### src/rtl/dest_word_packer_pkg.sv
// Shared defaults and width helpers for the dest-domain word packer.
// Widths derive from the module parameters via the helpers below.
package dest_word_packer_pkg;

  localparam int DATAWIDTH_DEF      = 8;
  localparam int BYTES_PER_WORD_DEF = 4;
  localparam int FIFO_DEPTH_DEF     = 4;

  // lane index width
  function automatic int idx_w(input int bpw);
    return $clog2(bpw);
  endfunction

  // lane count width, holds 0..bpw
  function automatic int cnt_w(input int bpw);
    return $clog2(bpw + 1);
  endfunction

  // fill level width, holds 0..depth
  function automatic int lvl_w(input int depth);
    return $clog2(depth + 1);
  endfunction

endpackage

### src/rtl/dest_word_packer_word_fifo.sv
// Show-ahead FIFO of {count, word} entries with drop-on-full.
// Ports: clk/rst, push/din, pop, dout/valid (head), level, drop.
module word_fifo
  import dest_word_packer_pkg::*;
#(
  parameter int WIDTH = 8,
  parameter int DEPTH = FIFO_DEPTH_DEF
) (
  input  logic                      clk,
  input  logic                      rst,
  input  logic                      push,
  input  logic [WIDTH-1:0]          din,
  input  logic                      pop,
  output logic [WIDTH-1:0]          dout,
  output logic                      valid,
  output logic [$clog2(DEPTH+1)-1:0] level,
  output logic                      drop
);

  localparam int PTR_W = $clog2(DEPTH);
  localparam int LVL_W = lvl_w(DEPTH);

  logic [WIDTH-1:0] mem [DEPTH];
  logic [PTR_W-1:0] rd_ptr;
  logic [PTR_W-1:0] wr_ptr;
  logic             empty;
  logic             full;
  logic             do_pop;
  logic             do_push;

  assign empty = (level == '0);
  assign full  = (level == LVL_W'(DEPTH));

  // a pop in the same cycle frees the slot a full push needs
  assign do_pop  = pop && !empty;
  assign do_push = push && (!full || do_pop);
  assign drop    = push && full && !do_pop;

  assign valid = !empty;
  assign dout  = empty ? '0 : mem[rd_ptr];

  always_ff @(posedge clk) begin
    if (rst) begin
      rd_ptr <= '0;
      wr_ptr <= '0;
      level  <= '0;
    end else begin
      if (do_push) wr_ptr <= wr_ptr + PTR_W'(1);
      if (do_pop)  rd_ptr <= rd_ptr + PTR_W'(1);
      unique case ({do_push, do_pop})
        2'b10:   level <= level + LVL_W'(1);
        2'b01:   level <= level - LVL_W'(1);
        default: level <= level;
      endcase
    end
  end

  always_ff @(posedge clk) begin
    if (do_push) mem[wr_ptr] <= din;
  end

endmodule

### src/rtl/dest_word_packer.sv
// Packs dest-domain byte strobes into words, buffers them in a FIFO.
// Ports: CLK/RST, in_data/in_valid, flush, out_* handshake, fifo_level, overflow.
module dest_word_packer
  import dest_word_packer_pkg::*;
#(
  parameter int DATAWIDTH      = DATAWIDTH_DEF,
  parameter int BYTES_PER_WORD = BYTES_PER_WORD_DEF,
  parameter int FIFO_DEPTH     = FIFO_DEPTH_DEF
) (
  input  logic                                  CLK,
  input  logic                                  RST,
  input  logic [DATAWIDTH-1:0]                  in_data,
  input  logic                                  in_valid,
  input  logic                                  flush,
  output logic [DATAWIDTH*BYTES_PER_WORD-1:0]   out_data,
  output logic [$clog2(BYTES_PER_WORD+1)-1:0]   out_count,
  output logic                                  out_valid,
  input  logic                                  out_ready,
  output logic [$clog2(FIFO_DEPTH+1)-1:0]       fifo_level,
  output logic                                  overflow
);

  localparam int IDX_W  = idx_w(BYTES_PER_WORD);
  localparam int CNT_W  = cnt_w(BYTES_PER_WORD);
  localparam int LVL_W  = lvl_w(FIFO_DEPTH);
  localparam int WORD_W = DATAWIDTH * BYTES_PER_WORD;
  localparam int ENT_W  = CNT_W + WORD_W;

  localparam logic [IDX_W-1:0] LAST = IDX_W'(BYTES_PER_WORD - 1);

  logic [IDX_W-1:0]  idx;
  logic [WORD_W-1:0] asm_q;
  logic [WORD_W-1:0] asm_d;
  logic [CNT_W-1:0]  post;
  logic              complete;
  logic              push;
  logic              drop;
  logic [ENT_W-1:0]  head;
  logic [LVL_W-1:0]  level;

  // word as it stands after this cycle's byte
  always_comb begin
    asm_d = asm_q;
    if (in_valid) asm_d[idx*DATAWIDTH +: DATAWIDTH] = in_data;
  end

  assign post     = CNT_W'(idx) + CNT_W'(in_valid);
  assign complete = in_valid && (idx == LAST);
  // a completing byte already pushes; flush then adds nothing
  assign push     = complete || (flush && (post != '0));

  always_ff @(posedge CLK) begin
    if (RST) begin
      idx   <= '0;
      asm_q <= '0;
    end else if (push) begin
      // cleared so a later partial word is zero-padded
      idx   <= '0;
      asm_q <= '0;
    end else if (in_valid) begin
      idx   <= idx + IDX_W'(1);
      asm_q <= asm_d;
    end
  end

  always_ff @(posedge CLK) begin
    if (RST)       overflow <= 1'b0;
    else if (drop) overflow <= 1'b1;
  end

  word_fifo #(
    .WIDTH (ENT_W),
    .DEPTH (FIFO_DEPTH)
  ) u_fifo (
    .clk   (CLK),
    .rst   (RST),
    .push  (push),
    .din   ({post, asm_d}),
    .pop   (out_ready),
    .dout  (head),
    .valid (out_valid),
    .level (level),
    .drop  (drop)
  );

  assign {out_count, out_data} = head;
  assign fifo_level            = level;

endmodule
### config.mk
export PLATFORM = sky130hd
export DESIGN_NAME = dest_word_packer
export DESIGN_NICKNAME = d
export VERILOG_FILES = /design/src/rtl/dest_word_packer_pkg.sv /design/src/rtl/dest_word_packer_word_fifo.sv /design/src/rtl/dest_word_packer.sv
export SDC_FILE = /design/constraint.sdc
export NUM_CORES = 1
export LEC_CHECK = 0
export ABC_CLOCK_PERIOD_IN_PS = 3700
export BUFFER_PORTS_ARGS = -buffer_cell sky130_fd_sc_hd__buf_2
export CAP_MARGIN = 15
export CORE_AREA = 2 2 167 87
export CTS_BUF_LIST = sky130_fd_sc_hd__clkbuf_2
export CTS_CLUSTER_SIZE = 16
export DETAILED_ROUTE_END_ITERATION = 12
export DIE_AREA = 0 0 169 89
export MAX_ROUTING_LAYER = met4
export PLACE_DENSITY = 0.7
export REMOVE_ABC_BUFFERS = 1
export SYNTH_ARGS = -nofsm -noshare
export SYNTH_HDL_FRONTEND = slang
export SYNTH_SLANG_ARGS = --single-unit
### constraint.sdc
create_clock -name CLK -period 3.7 [get_ports CLK]
set_clock_uncertainty 0.05 [all_clocks]
set_input_delay 0.74 -clock CLK [delete_from_list [all_inputs] [get_ports CLK]]
set_output_delay 0.74 -clock CLK [all_outputs]
set_load 0.02 [all_outputs]
Yosys cells after proc, flatten, opt, wreduce, memory -nomap -nowiden. Memories as Yosys holds them, arrays and structs flattened. A register that Yosys moved wholly into a read port is not among the register bits. Cells that the tools add are included.

Bits in registers: 42. Bits in writable memories: 140. Bits of input ports: 13. Output and inout bits: 40. Logic and storage cells: 43. Memories: 1.

Memories: u_fifo.mem (depth 4, bits a word 35, rd ports 1, clocked after Yosys merged registers in 1, write ports 1, line dest_word_packer_word_fifo.sv:23) `logic [WIDTH-1:0] mem [DEPTH];`.

Add/sub/neg operators: 7. Eq/ne operators: 4. Shifts and indexed selects: 2. Mux-type cells: 8. Reductions and logical operators: 15.

Operators with widths (count): 35-bit 2-to-1 mux (1); 5-bit negator with 34-bit output (1); 8-bit by 34-bit variable shift with 32-bit output (first input constant) (1); 8-bit by 34-bit variable part select with 32-bit output (1); 32-bit bitwise mux (1); 32-bit 2-to-1 mux (1); 2-bit by 1-bit adder with 2-bit output (second input constant) (3); 1-bit logical AND (6); 3-bit case mux with 2 select lines (1); 2-bit == test (second input constant) (2); 2-bit 2-to-1 mux (2); 2-bit by 1-bit adder with 3-bit output (1); 3-bit by 1-bit adder with 3-bit output (second input constant) (1); 3-bit == test (second input constant) (1); 1-bit logical NOT (3); 3-bit logical NOT (1); 3-bit nonzero test (1); 3-bit by 1-bit subtractor with 3-bit output (second input constant) (1); 2-bit by 1-bit == test with 1-bit output (second input constant) (1); 1-bit logical OR (2); 1-bit 2-to-1 mux (2); 2-bit nonzero test (1); 2-bit OR reduction (1).

Logic depth before layout (Yosys ltp). Gate-level depths: netlist (run 1).

Word-level depth: 7. Gate-level depth with buffers: 11. Mapped depth without buffers: 11.

Hierarchy. A second synthesis (run 1) with hierarchy kept.

Cells, all modules: 457. Area, all modules: 7599.8 um^2.

By module, submodules not included: word_fifo (times used 1, cells an instance 277, area an instance 5905.7 um^2, seq. area each 4384.2 um^2); dest_word_packer (times used 1, cells an instance 180, area an instance 1694.1 um^2, seq. area each 700.7 um^2).

Worst setup path after synthesis (run 1). OpenSTA, ideal clock, no wires.

Path kind: in2reg. Start point: input port in_valid. End point: register u_fifo.level[2]. Library setup time: 70 ps. Arrival: 2943 ps. Required time: 3580 ps. Path slack: 636 ps. Cell stages on the path: 11. Buffers on the path: 0. Cells stage by stage: ha_1 ha_1 o31ai_2 a21oi_2 inv_1 ha_1 inv_1 fa_1 xor2_1 or3_1 a21oi_1.

Cells in the longest elaborated chain, start to end: 7. Elaborated cells between the ends (all ways): 10. Those cells by class: 1 x add/sub; 2 x eq/ne; 1 x mux; 6 x reduce/logical.

RTL lines: start: declaration (line dest_word_packer.sv:13) `input logic in_valid,`; 2-bit by 1-bit adder with 3-bit output (*) (line dest_word_packer.sv:47) `assign post = CNT_W'(idx) + CNT_W'(in_valid);`; named net post[1] (line dest_word_packer.sv:34) `logic [CNT_W-1:0] post;`; 3-bit nonzero test (*) (line dest_word_packer.sv:50) `assign push = complete || (flush && (post != '0));`; 1-bit logical AND (*) (line dest_word_packer.sv:50); 1-bit logical OR (*) (line dest_word_packer.sv:50); 1-bit logical AND (*) (line dest_word_packer_word_fifo.sv:36) `assign do_push = push && (!full || do_pop);`; 2-bit by 1-bit == test with 1-bit output / 2-bit == test (equally long branches) (line dest_word_packer_word_fifo.sv:50) `unique case ({do_push, do_pop})`; 3-bit case mux with 2 select lines / 2-bit nonzero test (equally long branches); end signal: assignment (line dest_word_packer_word_fifo.sv:51) `2'b10: level <= level + LVL_W'(1);`; end signal: assignment (line dest_word_packer_word_fifo.sv:52) `2'b01: level <= level - LVL_W'(1);`; end signal: assignment (line dest_word_packer_word_fifo.sv:53) `default: level <= level;`; end: declaration (line dest_word_packer_word_fifo.sv:16) `output logic [$clog2(DEPTH+1)-1:0] level,`.

Mark *: on every way through the listed nets, which the timed path passes. The rest lies on a longest branch. A chain may end at the register's enable or synchronous reset.

==> results.ini, run 1 <==
[global_route]
track_usage=0.1859
grt_first_pass_wirelength_um=19740
grt_pass1_vias=3660
grt_start_max_net_pins=37
antenna_found_initial=0
overflow=0

[synthesis]
synth_top_area_frac=0.5689
syn_area_mm2=0.007390
synthCells=443
synth_seq_cells=184
yosysMostFrequentCell=edfxtp_1
async_reset_ff_frac=0
synth-seq-area-share=0.6881
yosysTopAreaCell=edfxtp_1
synth_warnings=0
synthTopCellsByArea=edfxtp_1 (57%), dfxtp_1 (12%), mux4_2 (9.1%), a32oi_1 (3.8%), nor2b_1 (2.5%)
synth_edf_count=140
ys_top_cells_by_count=edfxtp_1 (140), dfxtp_1 (44), nor2_1 (42)
yosysUniqueCellTypes=39
ys.flop_type=edfxtp_1
synth_area_per_cell_um2=16.68

[floorplan]
die_w_um=169
die_h_um=89
core.rowCount=30
initial_core_util=0.5499
core_area_mm2=0.01344
ios=53
die_area_mm2=0.01504

[cts]
clock_path_buffers=2
cts.repair.resized=0
cts_root_buf=clkbuf_2
cts_buffers=17
hold_buffers=0
cts_max_level=4
cts_tree=done
worstSkewPairLatency_ps=700
cts_setup_buffers=0
cts_num_sinks=184
clk_pin_slew_ps=260

[detailed_routing]
firstDrtPassIters=5
wl_per_cell_um=18.64
wl_um=12850
drt.antenna.violating_nets=0
vias=3763
drt_iter0_drc=323
vias_per_cell=5.462
drc=0

[placed_design]
pre_cts_ws_ps=233.6
place_area_mm2=0.007804
dp_hpwl_um=7645
finalWeightedCongestion=0.7360
io_buffer_count=52

[finish]
fin_area_mm2=0.008030
fin_nets=526
antenna-diode-count=0
post-route-util=0.5976
syn2layout_area_growth_pct=8.669
drive_above_1_share=0.2632

[sta]
fin_ws_ps=313.3
tightest_slew_ps=666.4
holdWs_ps=255.2
rsz0062_at_grt=no
post-route-period-util=0.9153
tns_ps=0
hold_violations=0
setup_viol=0
period_needed_ps=3387
fmax_mhz=295.3
slew_headroom=0.5548
maxSlewViolCount=0

[job]
cap_violations=0

[setup_path]
critPathKind=reg2out
critPathArrivalTime_ps=2600
worstPathRequired_ps=2910
cp_max_fo=22
worstSetupStartpointType=flip-flop
end_kind=primary output

[pwr]
p_per_area_mw_per_mm2=587.0
ir_worst_vdd_mv=0.7444
leakagePower_nw=3.062

[outcome]
outcome=completed

[worst_hold_path]
hp-class=in2reg

## logic make-up after synthesis
logic type | Yosys count | share of synthesized area
compound gates | 41 | 0.04741
xor+xnor | 5 | 0.005926
fa+ha+maj | 13 | 0.02303
buf+inv | 66 | 0.04572
flops | 184 | 0.6881
mux | 38 | 0.1134
simple gates | 96 | 0.07636
## cell usage in the layout (no fill, tap or decap), types with 3 or more instances in the layout
| cell type | instances |
|---|---|
| edfxtp_1 | 140 |
| nand2_1 | 4 |
| buf_2 | 52 |
| clkinv_1 | 3 |
| clkinvlp_4 | 3 |
| inv_1 | 41 |
| and2_1 | 5 |
| xor2_1 | 4 |
| nor2b_1 | 30 |
| buf_12 | 3 |
| inv_6 | 6 |
| mux4_2 | 30 |
| dfxtp_1 | 43 |
| a32oi_1 | 32 |
| clkbuf_2 | 17 |
| ha_1 | 12 |
| nor2b_4 | 6 |
| mux4_1 | 5 |
| buf_4 | 7 |
| nor2_1 | 42 |
## registers in the layout, indices dropped and copies added (netlist names), named ones only
register,flops
u_fifo.rd_ptr,2
u_fifo.level,3
asm_q,32
u_fifo.wr_ptr,2
idx,2
u_fifo.mem,140
overflow,1
## path summary, 6_finish.rpt
check / from / endpoint / slack (ps) / cells after the start
min reg2reg: u_fifo.wr_ptr[1]$_SDFFE_PP0P_ / u_fifo.wr_ptr[1]$_SDFFE_PP0P_ / 480 / 2
max reg2reg: idx[0]$_SDFFE_PP0P_ / u_fifo.level[2]$_SDFFE_PP0P_ / 830 / 11
max: flip-flop / out_data[3] / 310 / 4
min: RST / u_fifo.level[0]$_SDFFE_PP0P_ / 260 / 2
## cell type report
| type | instances | area (um^2) |
|---|---|---|
| sequential | 184 | 5086 |
| clock buffer | 17 | 85.08 |
| inverter | 42 | 157.7 |
| timing repair buffer | 62 | 372.9 |
| tap | 176 | 220.2 |
| multi-input combinational | 193 | 1967 |
| fill | 1053 | 5408 |
| clock inverter | 15 | 141.4 |
## through the flow
step	std cells	power [mW]
3_5_place_dp	657	3.824
2_1_floorplan	419	3.374
6_report	689	4.714
3_3_place_gp	657	3.810
5_1_grt	689	4.959
4_1_cts	689	4.769
## where the power goes
| group | internal [mW] | switching, mW |
|---|---|---|
| clock network | 0.259 | 0.706 |
| logic | 0.521 | 0.814 |
| registers | 2.34 | 0.0754 |
| total | 3.12 | 1.60 |
## routing by layer
metal  track usage  share of wire  vias to the layer above
met5             -              0                        -
met4       0.05983         0.0065                        0
met3       0.04294          0.053                        6
met2        0.2858           0.47                       88
met1        0.2516           0.47                     1887
li1              -              -                     1782
## critical path: stages, from the launching register on
cell and delay, ps:
dfxtp_2 730, buf_12 280, mux4_1 570, nor2b_1 140, buf_2 180
No activity file was read; power rests on OpenSTA's default activity.
==> run 2, diff against run 1 <==
--- a/config.mk
+++ b/config.mk
@@ -16,3 +16,3 @@
 export MAX_ROUTING_LAYER = met4
-export PLACE_DENSITY = 0.7
+export PLACE_DENSITY = 0.69
 export REMOVE_ABC_BUFFERS = 1
==> constraint.sdc (replaced) <==
create_clock -name CLK -period 3.7 [get_ports CLK]
set_clock_uncertainty 0.05 [all_clocks]
set_input_delay 0.185 -clock CLK [delete_from_list [all_inputs] [get_ports CLK]]
set_output_delay 0.185 -clock CLK [all_outputs]
set_load 0.02 [all_outputs]
==> run 2 against run 1 <==
Compared with the run above: maximum frequency rose by 18%; first-iteration DRC count decreased by 20%; worst setup slack gained 510 ps; register-to-register slack hardly changed; largest power group unchanged; highest routed layer unchanged.
==> results.ini, run 2 (synthesized netlist as in run 1, its figures left out) <==
[placed_design]
io_buffer_count=52  ; unchanged
place_area_mm2=0.007766  ; -0.48%
dp_hpwl_um=7571  ; -0.97%
placedCellCount=657  ; unchanged
finalWeightedCongestion=0.7676  ; +4.3%

[global_route]
grt_start_max_net_pins=37  ; unchanged
antenna_found_initial=0  ; unchanged
grt_first_pass_wirelength_um=20100  ; +1.8%
grt_pass1_vias=3666  ; +0.16%
track_usage=0.1899  ; +0.003932
overflow=0  ; unchanged

[sta]
setup_viol=0  ; unchanged
rsz0062_at_grt=no
period_needed_ps=2878  ; -508.5 ps
hold_violations=0  ; unchanged
fmax_mhz=347.4  ; +18%
maxSlewViolCount=0  ; unchanged
tightest_slew_ps=766.9  ; +100.5 ps
slew_headroom=0.4860  ; -0.06880
tns_ps=0  ; unchanged
post-route-period-util=0.7779  ; -0.1374

[detailed_routing]
wl_um=13040  ; +1.5%
wl_per_cell_um=18.60  ; -0.21%
drc=0  ; unchanged
firstDrtPassIters=4  ; -1
drt_iter0_drc=259  ; -20%
vias=3788  ; +0.66%
vias_per_cell=5.404  ; -1.1%
drt.antenna.violating_nets=0  ; unchanged

[setup_path]
cp_slowest_cell=o31ai_2
timing.rr.end=u_fifo.level[2]$_SDFFE_PP0P_
reg2reg_slack_ps=820  ; about the same
worstPathRequired_ps=4330  ; +1420 ps
end_kind=flip-flop
cpPeakStageDelay_ps=400  ; -330 ps
r2r_cells=11  ; unchanged
cp_max_fo=7  ; -68%
cp_cell_sequence=ha_1 -> ha_1 -> o31ai_2 -> a21oi_2 -> inv_1 -> ha_1 -> inv_1 -> fa_1 -> xor2_1 -> or3_1 -> a21oi_1
worstSetupStartpointType=flip-flop
critPathArrivalTime_ps=3500  ; +900 ps
crit_path_frequent_cell=ha_1
reg2reg_from=idx[0]$_SDFFE_PP0P_
critPathKind=reg2reg

[worst_hold_path]
min_path_cells=3  ; +1
hp-start=RST
hold_path_end=u_fifo.level[0]$_SDFFE_PP0P_
hp-class=in2reg

[floorplan]
die_w_um=169  ; unchanged
ios=53  ; unchanged
initial_core_util=0.5499  ; unchanged
die_h_um=89  ; unchanged
core.rowCount=30  ; unchanged
core_area_mm2=0.01344  ; unchanged
die_area_mm2=0.01504  ; unchanged

[pwr]
ir_worst_vdd_mv=0.4072  ; -45%
p_per_area_mw_per_mm2=593.0  ; +1.0%
leakagePower_nw=3.128  ; +2.2%

[finish]
drive_above_1_share=0.2610  ; -0.002206
instances_no_fill=701  ; +1.7%
regMostFlops=u_fifo.mem
fin_area_mm2=0.008158  ; +1.6%
final_common_cell=edfxtp_1
largest_reg_flops=140  ; unchanged
top_regs=u_fifo.mem: 140 flops, asm_q: 32 flops, u_fifo.level: 3 flops
antenna-diode-count=0  ; unchanged
syn2layout_area_growth_pct=10.40
post-route-util=0.6071  ; +0.009497
fin_nets=538  ; +2.3%
layout_common_cells=edfxtp_1 (140), buf_2 (52), dfxtp_1 (43), nor2_1 (42), inv_1 (41)

[cts]
cts.repair.resized=0  ; unchanged
clock_path_buffers=2  ; unchanged
cts_max_level=4  ; unchanged
clk_pin_slew_ps=260  ; about the same
cts_root_buf=clkbuf_2
cts_tree=done
cts_num_sinks=184  ; unchanged
cts_buffers=17  ; unchanged
worstSkewPairLatency_ps=730  ; +30 ps

[outcome]
outcome=completed

[job]
cap_violations=0  ; unchanged

run 2: final cells by class:
| cell class | instances | area, um^2 |
|---|---|---|
| clock buffers | 17 | 85.08 |
| clock inverters | 15 | 186.4 |
| fillers | 1016 | 5280 |
| inverters | 42 | 157.7 |
| multi-input cells | 193 | 1967 |
| flip-flops and latches | 184 | 5086 |
| well taps | 176 | 220.2 |
| repair buffers | 74 | 455.4 |
run 2: worst max path at each step:
stage,start,endpoint,slack [ps]
6_report,idx[0]$_SDFFE_PP0P_,u_fifo.level[2]$_SDFFE_PP0P_,820
5_1_grt,flip-flop,out_data[0],560
4_1_cts,flip-flop,out_data[0],730
3_5_place_dp,in_valid,u_fifo.level[2]$_SDFFE_PP0P_,820
3_3_place_gp,in_valid,u_fifo.level[2]$_SDFFE_PP0P_,880
2_1_floorplan,idx[0]$_SDFFE_PP0P_,u_fifo.level[2]$_SDFFE_PP0P_,860
run 2: critical path: cells and delay by family (launching register included):
| kind | cells | cell delay, ps |
|---|---|---|
| adders and majority gates | 4 | 1050 |
| AOI/OAI and AO/OA | 3 | 740 |
| DFF | 1 | 370 |
| and+or+nand+nor | 1 | 300 |
| xor gates and xnor gates | 1 | 160 |
| buffers and inverters | 2 | 150 |
run 2: layer usage:
| layer | global-route usage | routed length [um] |
|---|---|---|
| met5 | - | 0 |
| met2 | 0.2783 | 5936 |
| met4 | 0.05361 | 47 |
| met1 | 0.2707 | 6159 |
| met3 | 0.04427 | 898 |
run 2: what timing repair did:
action | CTS | global route
buffers inserted | 0 | 0
hold buffers | 12 | 0
hold endpoints to repair | 176 | 0
setup endpoints to repair | 0 | 0
run 2: metrics by stage:
step | setup WS [ps] | power, mW | hold WS (ps)
after floorplan | 862.6 | 3.374 | 204.1
after global placement | 878.1 | 3.789 | 426.4
after detailed placement | 823.3 | 3.810 | 433.5
after CTS | 733.4 | 4.883 | 182.6
after global routing | 560.3 | 5.079 | 174.7
final | 821.7 | 4.837 | 217.4
run 2: where the power goes:
part | internal, mW | total, mW | switching (mW) | leakage [nW]
clock | 0.343 | 1.08 | 0.741 | 0.155
sequential | 2.34 | 2.40 | 0.0643 | 1.69
combinational | 0.514 | 1.35 | 0.835 | 1.28
